===== src/rtl/fp8_pkg.sv =====
// ---------------------------------------------------------------------------
// fp8_pkg
//   Shared definitions for the 8-bit minifloat adder sequencer.
//   The format has a 3-bit exponent and a 4-bit fraction whose MSB is an
//   explicit integer bit, so no hidden bit is ever inserted.
//   Contents:
//     EXP_W / FRAC_W - field widths
//     EXP_MAX        - largest exponent; results saturate to it
//     state_t        - sequencer states
//     fp8_t          - packed operand {exp, fract}
// ---------------------------------------------------------------------------
package fp8_pkg;

  localparam int EXP_W  = 3;
  localparam int FRAC_W = 4;

  localparam logic [EXP_W-1:0] EXP_MAX = '1;

  typedef enum logic [2:0] {
    S_IDLE,
    S_CMP,
    S_ALIGN,
    S_ADD,
    S_NORM,
    S_DONE
  } state_t;

  typedef struct packed {
    logic [EXP_W-1:0]  exp;
    logic [FRAC_W-1:0] fract;
  } fp8_t;

endpackage


===== src/rtl/fp_mag_cmp.sv =====
// ---------------------------------------------------------------------------
// fp_mag_cmp
//   Combinational magnitude compare of two minifloat operands.
//   Ports:
//     a, b     in  operands (fp8_t)
//     swap     out 1 when b is strictly bigger than a. A full tie keeps a
//                  as the bigger operand.
//     exp_diff out unsigned exponent difference |a.exp - b.exp|
// ---------------------------------------------------------------------------
module fp_mag_cmp
  import fp8_pkg::*;
(
  input  fp8_t             a,
  input  fp8_t             b,
  output logic             swap,
  output logic [EXP_W-1:0] exp_diff
);

  // The exponent decides first. The fraction decides only when the
  // exponents are equal.
  assign swap = (b.exp > a.exp) ||
                ((b.exp == a.exp) && (b.fract > a.fract));

  assign exp_diff = swap ? (b.exp - a.exp) : (a.exp - b.exp);

endmodule


===== src/rtl/fp8_add_seq.sv =====
// ---------------------------------------------------------------------------
// fp8_add_seq
//   Multi-cycle minifloat adder. It accepts an operand pair over a
//   valid/ready handshake. It then runs these steps in order:
//     compare/swap, alignment (one bit per cycle, at most FRAC_W shifts),
//     add, normalisation (one action per cycle).
//   The sum is held on a valid/ready output handshake.
//
//   Optional feature, macro FP8_ADD_SEQ_ROUND_EN:
//     When defined, alignment keeps a guard bit and a sticky bit, and the
//     add rounds to nearest even. When undefined, shifted-out bits are
//     truncated.
//
//   Ports:
//     clk, rst_n        clock (rising edge) and async active-low reset
//     in_valid/in_ready operand handshake. in_ready is high only in IDLE.
//     exp_a, fract_a    operand A
//     exp_b, fract_b    operand B
//     out_valid/ready   result handshake. out_valid is high only in DONE.
//     exp_res,fract_res result, held stable while out_ready is low
//     ovf               exponent saturated on this result
//     busy              state is not IDLE
//
//   The parameters must match the widths in fp8_pkg, because fp8_t and
//   fp_mag_cmp are built on the package widths.
// ---------------------------------------------------------------------------
module fp8_add_seq #(
  parameter int EXP_W  = fp8_pkg::EXP_W,
  parameter int FRAC_W = fp8_pkg::FRAC_W
) (
  input  logic              clk,
  input  logic              rst_n,
  input  logic              in_valid,
  output logic              in_ready,
  input  logic [EXP_W-1:0]  exp_a,
  input  logic [FRAC_W-1:0] fract_a,
  input  logic [EXP_W-1:0]  exp_b,
  input  logic [FRAC_W-1:0] fract_b,
  output logic              out_valid,
  input  logic              out_ready,
  output logic [EXP_W-1:0]  exp_res,
  output logic [FRAC_W-1:0] fract_res,
  output logic              ovf,
  output logic              busy
);

  import fp8_pkg::*;

  localparam int CNT_W = $clog2(FRAC_W + 1);

  state_t state, state_next;

  fp8_t              op_a, op_b;
  logic [EXP_W-1:0]  big_exp;     // working exponent, and the result exponent
  logic [FRAC_W-1:0] big_fract;
  logic [FRAC_W-1:0] small_fract;
  logic [EXP_W-1:0]  d;           // alignment shifts still owed
  logic [CNT_W-1:0]  shift_cnt;   // alignment shifts already done
  logic [FRAC_W:0]   acc;         // sum with carry bit; low bits are the result
  logic              ovf_q;

`ifdef FP8_ADD_SEQ_ROUND_EN
  logic guard, sticky;
  logic rnd;
`endif

  logic              cmp_swap;
  logic [EXP_W-1:0]  cmp_diff;
  logic [FRAC_W:0]   sum_raw, sum_w;
  logic              add_to_norm, align_last, norm_left_last, align_capped;

  fp_mag_cmp u_cmp (
    .a        (op_a),
    .b        (op_b),
    .swap     (cmp_swap),
    .exp_diff (cmp_diff)
  );

  // NOTE: every signal driven here gets a default before any branch, so no
  // path can leave one unassigned and infer a latch.
  always_comb begin
    sum_raw = {1'b0, big_fract} + {1'b0, small_fract};
`ifdef FP8_ADD_SEQ_ROUND_EN
    rnd   = guard & (sticky | sum_raw[0]);
    sum_w = sum_raw + {{FRAC_W{1'b0}}, rnd};
`else
    sum_w = sum_raw;
`endif
    // Normalise on a carry. Also normalise when a non-zero sum lost its MSB
    // and the exponent still has room to move down. A zero sum passes
    // straight through.
    add_to_norm = sum_w[FRAC_W] |
                  ((sum_w != '0) & ~sum_w[FRAC_W-1] & (big_exp != '0));
    align_capped = (shift_cnt == CNT_W'(FRAC_W - 1));
    align_last   = (d == EXP_W'(1)) || align_capped;
    // Stop the left shift once the next shift brings a 1 into the MSB, or
    // once the exponent reaches 0.
    norm_left_last = acc[FRAC_W-2] || (big_exp == EXP_W'(1));
  end

  always_comb begin
    state_next = state;
    unique case (state)
      S_IDLE:  if (in_valid) state_next = S_CMP;
      S_CMP:   state_next = (cmp_diff != '0) ? S_ALIGN : S_ADD;
      S_ALIGN: if (align_last) state_next = S_ADD;
      S_ADD:   state_next = add_to_norm ? S_NORM : S_DONE;
      S_NORM:  if (acc[FRAC_W] || norm_left_last) state_next = S_DONE;
      S_DONE:  if (out_ready) state_next = S_IDLE;
      default: state_next = S_IDLE;
    endcase
  end

  // NOTE: sequential state uses non-blocking assignments only. All
  // registers read their old values at the edge, whatever the statement
  // order.
  always_ff @(posedge clk or negedge rst_n) begin
    if (!rst_n) state <= S_IDLE;
    else        state <= state_next;
  end

  always_ff @(posedge clk or negedge rst_n) begin
    if (!rst_n) begin
      op_a        <= '0;
      op_b        <= '0;
      big_exp     <= '0;
      big_fract   <= '0;
      small_fract <= '0;
      d           <= '0;
      shift_cnt   <= '0;
      acc         <= '0;
      ovf_q       <= 1'b0;
`ifdef FP8_ADD_SEQ_ROUND_EN
      guard       <= 1'b0;
      sticky      <= 1'b0;
`endif
    end else begin
      unique case (state)
        S_IDLE: begin
          if (in_valid) begin
            op_a  <= '{exp: exp_a, fract: fract_a};
            op_b  <= '{exp: exp_b, fract: fract_b};
            ovf_q <= 1'b0;
          end
        end
        S_CMP: begin
          if (cmp_swap) begin
            big_exp     <= op_b.exp;
            big_fract   <= op_b.fract;
            small_fract <= op_a.fract;
          end else begin
            big_exp     <= op_a.exp;
            big_fract   <= op_a.fract;
            small_fract <= op_b.fract;
          end
          d         <= cmp_diff;
          shift_cnt <= '0;
`ifdef FP8_ADD_SEQ_ROUND_EN
          guard     <= 1'b0;
          sticky    <= 1'b0;
`endif
        end
        S_ALIGN: begin
          small_fract <= small_fract >> 1;
          d           <= d - EXP_W'(1);
          shift_cnt   <= shift_cnt + CNT_W'(1);
`ifdef FP8_ADD_SEQ_ROUND_EN
          if (align_capped && (d != EXP_W'(1))) begin
            // The shift cap is reached but shifts are still owed. Every
            // remaining bit lies below the guard position, so all of them
            // fold into sticky.
            guard  <= 1'b0;
            sticky <= sticky | guard | small_fract[0];
          end else begin
            guard  <= small_fract[0];
            sticky <= sticky | guard;
          end
`endif
        end
        S_ADD: acc <= sum_w;
        S_NORM: begin
          if (acc[FRAC_W]) begin
            if (big_exp == EXP_MAX) begin
              acc   <= {1'b0, {FRAC_W{1'b1}}};
              ovf_q <= 1'b1;
            end else begin
              acc     <= acc >> 1;
              big_exp <= big_exp + EXP_W'(1);
            end
          end else begin
            acc     <= acc << 1;
            big_exp <= big_exp - EXP_W'(1);
          end
        end
        default: ;
      endcase
    end
  end

  assign in_ready  = (state == S_IDLE);
  assign busy      = (state != S_IDLE);
  assign out_valid = (state == S_DONE);
  assign exp_res   = big_exp;
  assign fract_res = acc[FRAC_W-1:0];
  assign ovf       = ovf_q;

endmodule


===== config.mk =====
export PLATFORM = sky130hd
export DESIGN_NAME = fp8_add_seq
export DESIGN_NICKNAME = d
export VERILOG_FILES = /design/src/rtl/fp8_pkg.sv /design/src/rtl/fp_mag_cmp.sv /design/src/rtl/fp8_add_seq.sv
export SDC_FILE = /design/constraint.sdc
export NUM_CORES = 1
export LEC_CHECK = 0
export CAP_MARGIN = 40
export CORE_MARGIN = 10
export CORE_UTILIZATION = 50
export DETAILED_ROUTE_END_ITERATION = 8
export PLACE_DENSITY = 0.73
export SYNTH_ARGS = -nofsm -noshare
export SYNTH_HDL_FRONTEND = slang
export SYNTH_SLANG_ARGS = --single-unit

===== constraint.sdc =====
create_clock -name clk -period 1.9 [get_ports clk]
set_input_delay 0.285 -clock clk [delete_from_list [all_inputs] [get_ports clk]]
set_output_delay 0.285 -clock clk [all_outputs]
set_load 0.01 [all_outputs]

==> run summary <==
Outcome = finished, violations left
Violations in the final reports = negative setup slack
Worst vdd rail ir drop = 1237 uV
Wire per inst = 15.38 um
Area delta synth->final = 32.82%
Worst path arrival time = 2150 ps
Worst R2R Start = op_a[5]$_DFFE_PN0P_
Dpl cells = 413
Crit path cell chain = inv_2, ha_4, nor2b_4, o21ai_2, a21oi_4, a31oi_4, buf_6, mux2i_2, a221o_1
Fmax = 508.9 MHz
Tmin final = 1965 ps
Sequential area share after synthesis = 37.40%
Final Non-Filler Cells = 433
Buf+Inv Stages, Crit Path = 2
Sw power = 3.394 mW
Startpoint Class = register
Post-synth EDFFs = 0
FP Rows = 26
Post-Synth Simple-Gate Area = 14.96%
Final worst path period share = 103.4%
Ys Warns = 0
Placed instance area = 0.003216 mm^2
Flop2flop setup slack = -60 ps
Placer Congestion = 0.9086
Overall Global Routing Usage = 15.63%
CP endpoint kind = register
Slew HR = 71.25%
Gr ovfl total = 0
Total nets after synthesis = 341
Total CTS buffers = 5
Largest family of logic cells by synthesized area = compound AO/OA/AOI/OAI gates
Synth top area share = 37.40%
Die Width = 93.16 um
Layout Nets = 404
Initial DRT Pass Iterations = 5
Comb pwr share = 69.3%
Crit Path Class = reg2reg
Initial antenna violation count = 0
Leakage power figure = 1.621 nW
Register bit total from synthesis = 40
First-pass GRT wire length = 11030 um
Final Max Slew Viols = 0
Switch share = 43.37%
Crit path max-delay family = compound AO/OA/AOI/OAI gates
Setup ws final = -64.88 ps
Post-Synthesis Cells = 299
Pin slew with the least headroom to its limit = 431.2 ps
Max cap viols = 0
Clock share of power = 9.4%
Skew final = 6.081 ps
Post-DRT Antenna Nets = 0
Synth Area in Adders = 12.06%
Synthesized area = 0.002676 mm^2
Hold crit path type = in2async
Post-DP HPWL = 4948 um
Clock Sinks = 40
Compound-gate portion of the synthesized area = 19.12%
Pwr dens = 2202 mW/mm^2
CTS H-tree depth = 2
Worst-path fanout max = 5
Final Hold Fails = 0
Initial DRC Count = 165
Final Cell Area = 0.003555 mm^2
RSZ-0062 raised after global routing = true
Sequential Power Share = 21.3%
Max stage delay on crit path = 400 ps
Antenna Cells = 0
Mux contribution to synthesized area = 6.966%
Vias per inst = 5.374
Root Buffer = clkbuf_8
R2R depth = 9
CTS tree = yes
Drt total wl = 6660 um
Die area = 0.008679 mm^2
Port Buffers = 28
Synth area leaders = dfrtp_1, ha_1, nand2_1
CP Data Required Time = 2090 ps
Core ar. = 0.005140 mm^2
I/O pins = 29
Worst R2R End = d[1]$_DFFE_PN0P_
Synth Area in XOR/XNOR = 1.964%
Setup violators final = 10
Syn Area/Cell = 8.951 um^2
Initial Utilization = 52.07%
DRC = 0
DIE HEIGHT = 93.16 um
Int Power = 4.432 mW
Library cells used by synthesis = 47
Asr flop ratio synth = 100.0%
Top_reg_cell synth = dfrtp_1
Vias in the first global route = 2361
Clock Latency Late Sink = 300 ps
Clk buf depth = 2
Vias = 2327
Share of cells above drive strength 1 = 24.79%
Worst-path clk slew = 90 ps
Slowest CP cell = dfrtp_1
Largest net degree at the start of global routing = 24
Synth area leader = dfrtp_1
## metrics by stage
stage	TNS (ps)	setup WS, ps	power [mW]	hold slack, ps	util [%]
floorplan	-117.0	-61.42	4.708	-10.59	-
global placement	-51.05	-31.43	5.994	178.8	62.56
detailed placement	-315.0	-75.01	6.154	179.0	62.56
CTS	-156.8	-52.59	7.380	380.0	67.50
global route	-1519	-170.4	8.422	388.1	69.16
finish	-400.6	-64.88	7.827	375.4	69.16
## state kept, by name (all words and copies together), names as in the netlist
signal / cells
op_b: 7
ovf: 1
acc: 5
exp_res: 3
d: 3
op_a: 7
small_fract: 4
state: 3
shift_cnt: 3
big_fract: 4
## layer usage
metal	global-route usage, %	up-vias	share of wire, %
met5	0	-	0
met4	5.013	0	1.8
met3	4.476	9	4.9
met2	26.87	50	49
met1	18.31	1105	45
li1	-	1163	-
## power by group through the flow
stage | Sequential (mW) | Combinational [mW] | Clock (mW)
3_3_place_gp | 1.69 | 4.31 | 0
5_1_grt | 1.73 | 5.91 | 0.789
4_1_cts | 1.65 | 4.98 | 0.754
6_report | 1.67 | 5.42 | 0.738
3_5_place_dp | 1.70 | 4.45 | 0
2_1_floorplan | 1.58 | 3.13 | 0
## area by class of cell
cell class | count | area [um^2]
inverters | 24 | 90.09
clock buffers | 5 | 68.82
flip-flops and latches | 40 | 1005
well taps | 70 | 87.58
multi-input cells | 216 | 1602
fillers | 425 | 1585
clock inverters | 3 | 46.29
repair buffers | 75 | 655.6
## logic make-up (layout without fill, tap and decap cells)
family	Yosys count	in the layout
AO/OA/AOI/OAI	84	84
AND/OR/NAND/NOR	84	84
buffers and inverters	43	107
flip-flops	40	40
adder cells (fa/ha/maj)	24	24
multiplexers	18	18
XOR/XNOR	6	6
## placed cells by master (no fill, tap or decap), drive strengths merged, types with 13 or more instances in the layout
master / count
nor2: 24
o21ai: 34
nand2: 36
buf: 47
inv: 25
dfrtp: 40
mux2i: 13
ha: 21
a21oi: 27
clkdlybuf4s50: 25
## Yosys cell counts (2+ instances only)
cell type  number
clkbuf_1        6
a211oi_1        4
fa_1            3
mux2i_1        13
xnor2_1         4
nand3b_1        2
buf_2           5
nor3b_1         3
inv_2           3
o221ai_1        4
dfrtp_1        40
o21ai_0        27
a22oi_1         5
ha_1           21
nand2_1        36
nand3_1         2
nor2b_1         4
buf_4           5
xor2_1          2
mux2_2          5
inv_1          21
a21o_1          3
buf_6           2
and2_1          2
nor2_1         23
o21ai_1         7
a21oi_1        26
or4_1           2
## how the worst max path moves through the flow
stage	cells past startpoint	slack (ps)	start	end
floorplan	8	-60	op_a[5]$_DFFE_PN0P_	d[2]$_DFFE_PN0P_
global placement	7	-30	op_a[4]$_DFFE_PN0P_	d[2]$_DFFE_PN0P_
detailed placement	8	-80	op_a[5]$_DFFE_PN0P_	d[2]$_DFFE_PN0P_
CTS	8	-50	op_a[5]$_DFFE_PN0P_	d[2]$_DFFE_PN0P_
global route	9	-170	op_a[5]$_DFFE_PN0P_	small_fract[2]$_DFFE_PN0P_
finish	9	-60	op_a[5]$_DFFE_PN0P_	d[1]$_DFFE_PN0P_
## repair_timing
| item | in CTS | in global routing |
|---|---|---|
| setup endpoints to repair | 11 | 16 |
| hold buffers | 1 | 0 |
| pin swaps | 6 | 4 |
| setup buffers | 6 | 5 |
| gates resized for setup | 18 | 10 |
| hold endpoints to repair | 10 | 0 |
Note: power is estimated with default switching activity, not from simulation.
==> variant, RTL diff (config.mk and constraints unchanged) <==
The 6 states of `state_t` get a Gray code encoding in 3 bits.
--- a/src/rtl/fp8_pkg.sv
+++ b/src/rtl/fp8_pkg.sv
@@ -17,12 +17,12 @@
   localparam logic [EXP_W-1:0] EXP_MAX = '1;
 
   typedef enum logic [2:0] {
-    S_IDLE,
-    S_CMP,
-    S_ALIGN,
-    S_ADD,
-    S_NORM,
-    S_DONE
+    S_IDLE  = 3'b000,
+    S_CMP   = 3'b001,
+    S_ALIGN = 3'b011,
+    S_ADD   = 3'b010,
+    S_NORM  = 3'b110,
+    S_DONE  = 3'b111
   } state_t;
 
   typedef struct packed {
Behaviour: same outputs for any inputs over 10 cycles, from zero or initial values and one cycle with rst_n low; not proved beyond that.
==> variant against the unedited design <==
Total power up 2.7%; critical path type unchanged; sequential cell count unchanged; worst setup slack worse by 0.18 ns; the flow still finishes with violations (negative setup slack); worst hold slack better by 0.096 ns; wire length up 1.2%; synthesized area down 5.0%; final area down 0.11%; global-route usage about the same; largest cell class unchanged; critical endpoint is now state[0].
==> variant: results (changes against the unedited design) <==
| Metric | Value |
|---|---|
| First-pass GRT wire length | `11070 um (was 11030 um)` |
| Nets@finish | `397 (was 404)` |
| Worst reg-to-reg setup slack | `-0.25 ns (was -0.06 ns)` |
| Hold_ws | `0.4711 ns (was 0.3754 ns)` |
| Final setup vio count | `15 (was 10)` |
| Skew final | `0.003175 ns (was 0.006081 ns)` |
| Status | `complete, but fails checks (unchanged)` |
| FILL cells | `361 (was 425)` |
| Post-synthesis adder-cell area fraction | `12.69% (was 12.06%)` |
| Drt total wl | `6737 um (was 6660 um)` |
| CP peak stage delay | `0.43 ns (was 0.40 ns)` |
| Post-route setup slack | `-0.2475 ns (was -0.06488 ns)` |
| Largest net degree at the start of global routing | `23 (was 24)` |
| DRT iter0 DRCs | `125 (was 165)` |
| Fin Setup TNS | `-2.401 ns (was -0.4006 ns)` |
| Synth cell count leaders | `40 x dfrtp_1, 29 x inv_1, 29 x nand2_1 (was 40 x dfrtp_1, 36 x nand2_1, 27 x o21ai_0)` |
| Buffers on Ports | `28 (unchanged)` |
| Share of cells above drive strength 1 | `27.32% (was 24.79%)` |
| Failing checks | `negative setup slack (unchanged)` |
| Worst vdd ir | `1210 uV (was 1237 uV)` |
| Gp weighted congestion | `0.8695 (was 0.9086)` |
| Worst slack, placed | `-0.2338 ns (was -0.07501 ns)` |
| Syn_nets | `328 (was 341)` |
| Drt via density | `5.469 (was 5.374)` |
| Synth area leaders | `dfrtp_1 39%, ha_1 10%, o21ai_0 5.1%, inv_1 4.3%, nand2_1 4.3% (was dfrtp_1 37%, ha_1 9.8%, nand2_1 5.0%, o21ai_0 5.0%, a21oi_1 4.9%)` |
| Crit-path slowest cell | `fa_2 (was dfrtp_1)` |
| DP Cell Count | `405 (was 413)` |
| CP max FO | `2 (was 5)` |
| Synth Area in Compound Gates | `20.27% (was 19.12%)` |
| Mux cell area share after synthesis | `3.788% (was 6.966%)` |
| Worst Path Arrival | `2.33 ns (was 2.15 ns)` |
| Post-Synth XOR/XNOR Area | `1.033% (was 1.964%)` |
| Pre-Repair DR Iteration Count | `6 (was 5)` |
| Critical Path Start | `big_fract[0] (was op_a[5])` |
| Largest regs | `op_a x7, op_b x7, acc x5 (unchanged)` |
| Mean post-synth cell area | `8.894 um^2 (was 8.951 um^2)` |
| Non-Filler Instances | `422 (was 433)` |
| HPWL after DPL | `4674 um (was 4948 um)` |
| Sequential area share after synthesis | `39.35% (was 37.40%)` |
| Pleak | `1.631 nW (was 1.621 nW)` |
| Area of placed instances | `3153 um^2 (was 3216 um^2)` |
| End point of the critical path | `state[0] (was d[1])` |
## variant: cell types whose count changed in the layout (fill, tap and decap cells not counted), sizes merged, moves of 6 or more
cell	before	now
nand3	2	17
nand2	36	29
o21ai	34	27
nor2	24	18
mux2i	13	4
## variant: where the power goes
group	total [mW]	switching, mW	leakage, nW	internal (mW)
Combinational	5.51	2.67	1.07	2.84
Sequential	1.70	0.426	0.492	1.27
Clock	0.824	0.307	0.0642	0.517
Total	8.04	3.41	1.63	4.63
## variant: critical path: cells and delay by family (launching register included)
family	cells	cell delay, ns
AO/OA/AOI/OAI	4	0.56
flip-flops	1	0.40
adder cells (fa/ha/maj)	2	0.63
buffers and inverters	1	0.06
AND/OR/NAND/NOR	2	0.38
## variant: timing repair
item,in CTS,in global routing
buffers inserted,4,7
hold endpoints to repair,18,0
hold buffers,1,0
gates cloned,0,0
endpoints found under the setup margin,16,18
pin swaps,15,18
resized for setup,28,16
## variant: cell families after synthesis
family | after synthesis
multiplexers | 9
buffers and inverters | 47
AO/OA/AOI/OAI | 81
adder cells (fa/ha/maj) | 24
XOR/XNOR | 3
AND/OR/NAND/NOR | 82
flip-flops | 40
## variant: layout make-up
type,count,share of cell area (%)
Timing Repair Buffer,80,19.87
Clock inverter,2,1.691
Tap cell,67,2.361
Clock buffer,5,1.938
Inverter,29,3.066
Multi-Input combinational cell,199,42.88
Sequential cell,40,28.19
## variant: per-layer routing
layer | share of wire, % | wire length (um) | vias up | track usage [%]
li1 | - | - | 1116 | -
met1 | 43 | 2908 | 1113 | 18.77
met2 | 50 | 3354 | 69 | 27.57
met3 | 5.4 | 366 | 10 | 3.457
met5 | 0 | 0 | - | 0
met4 | 1.6 | 108 | 0 | 4.047
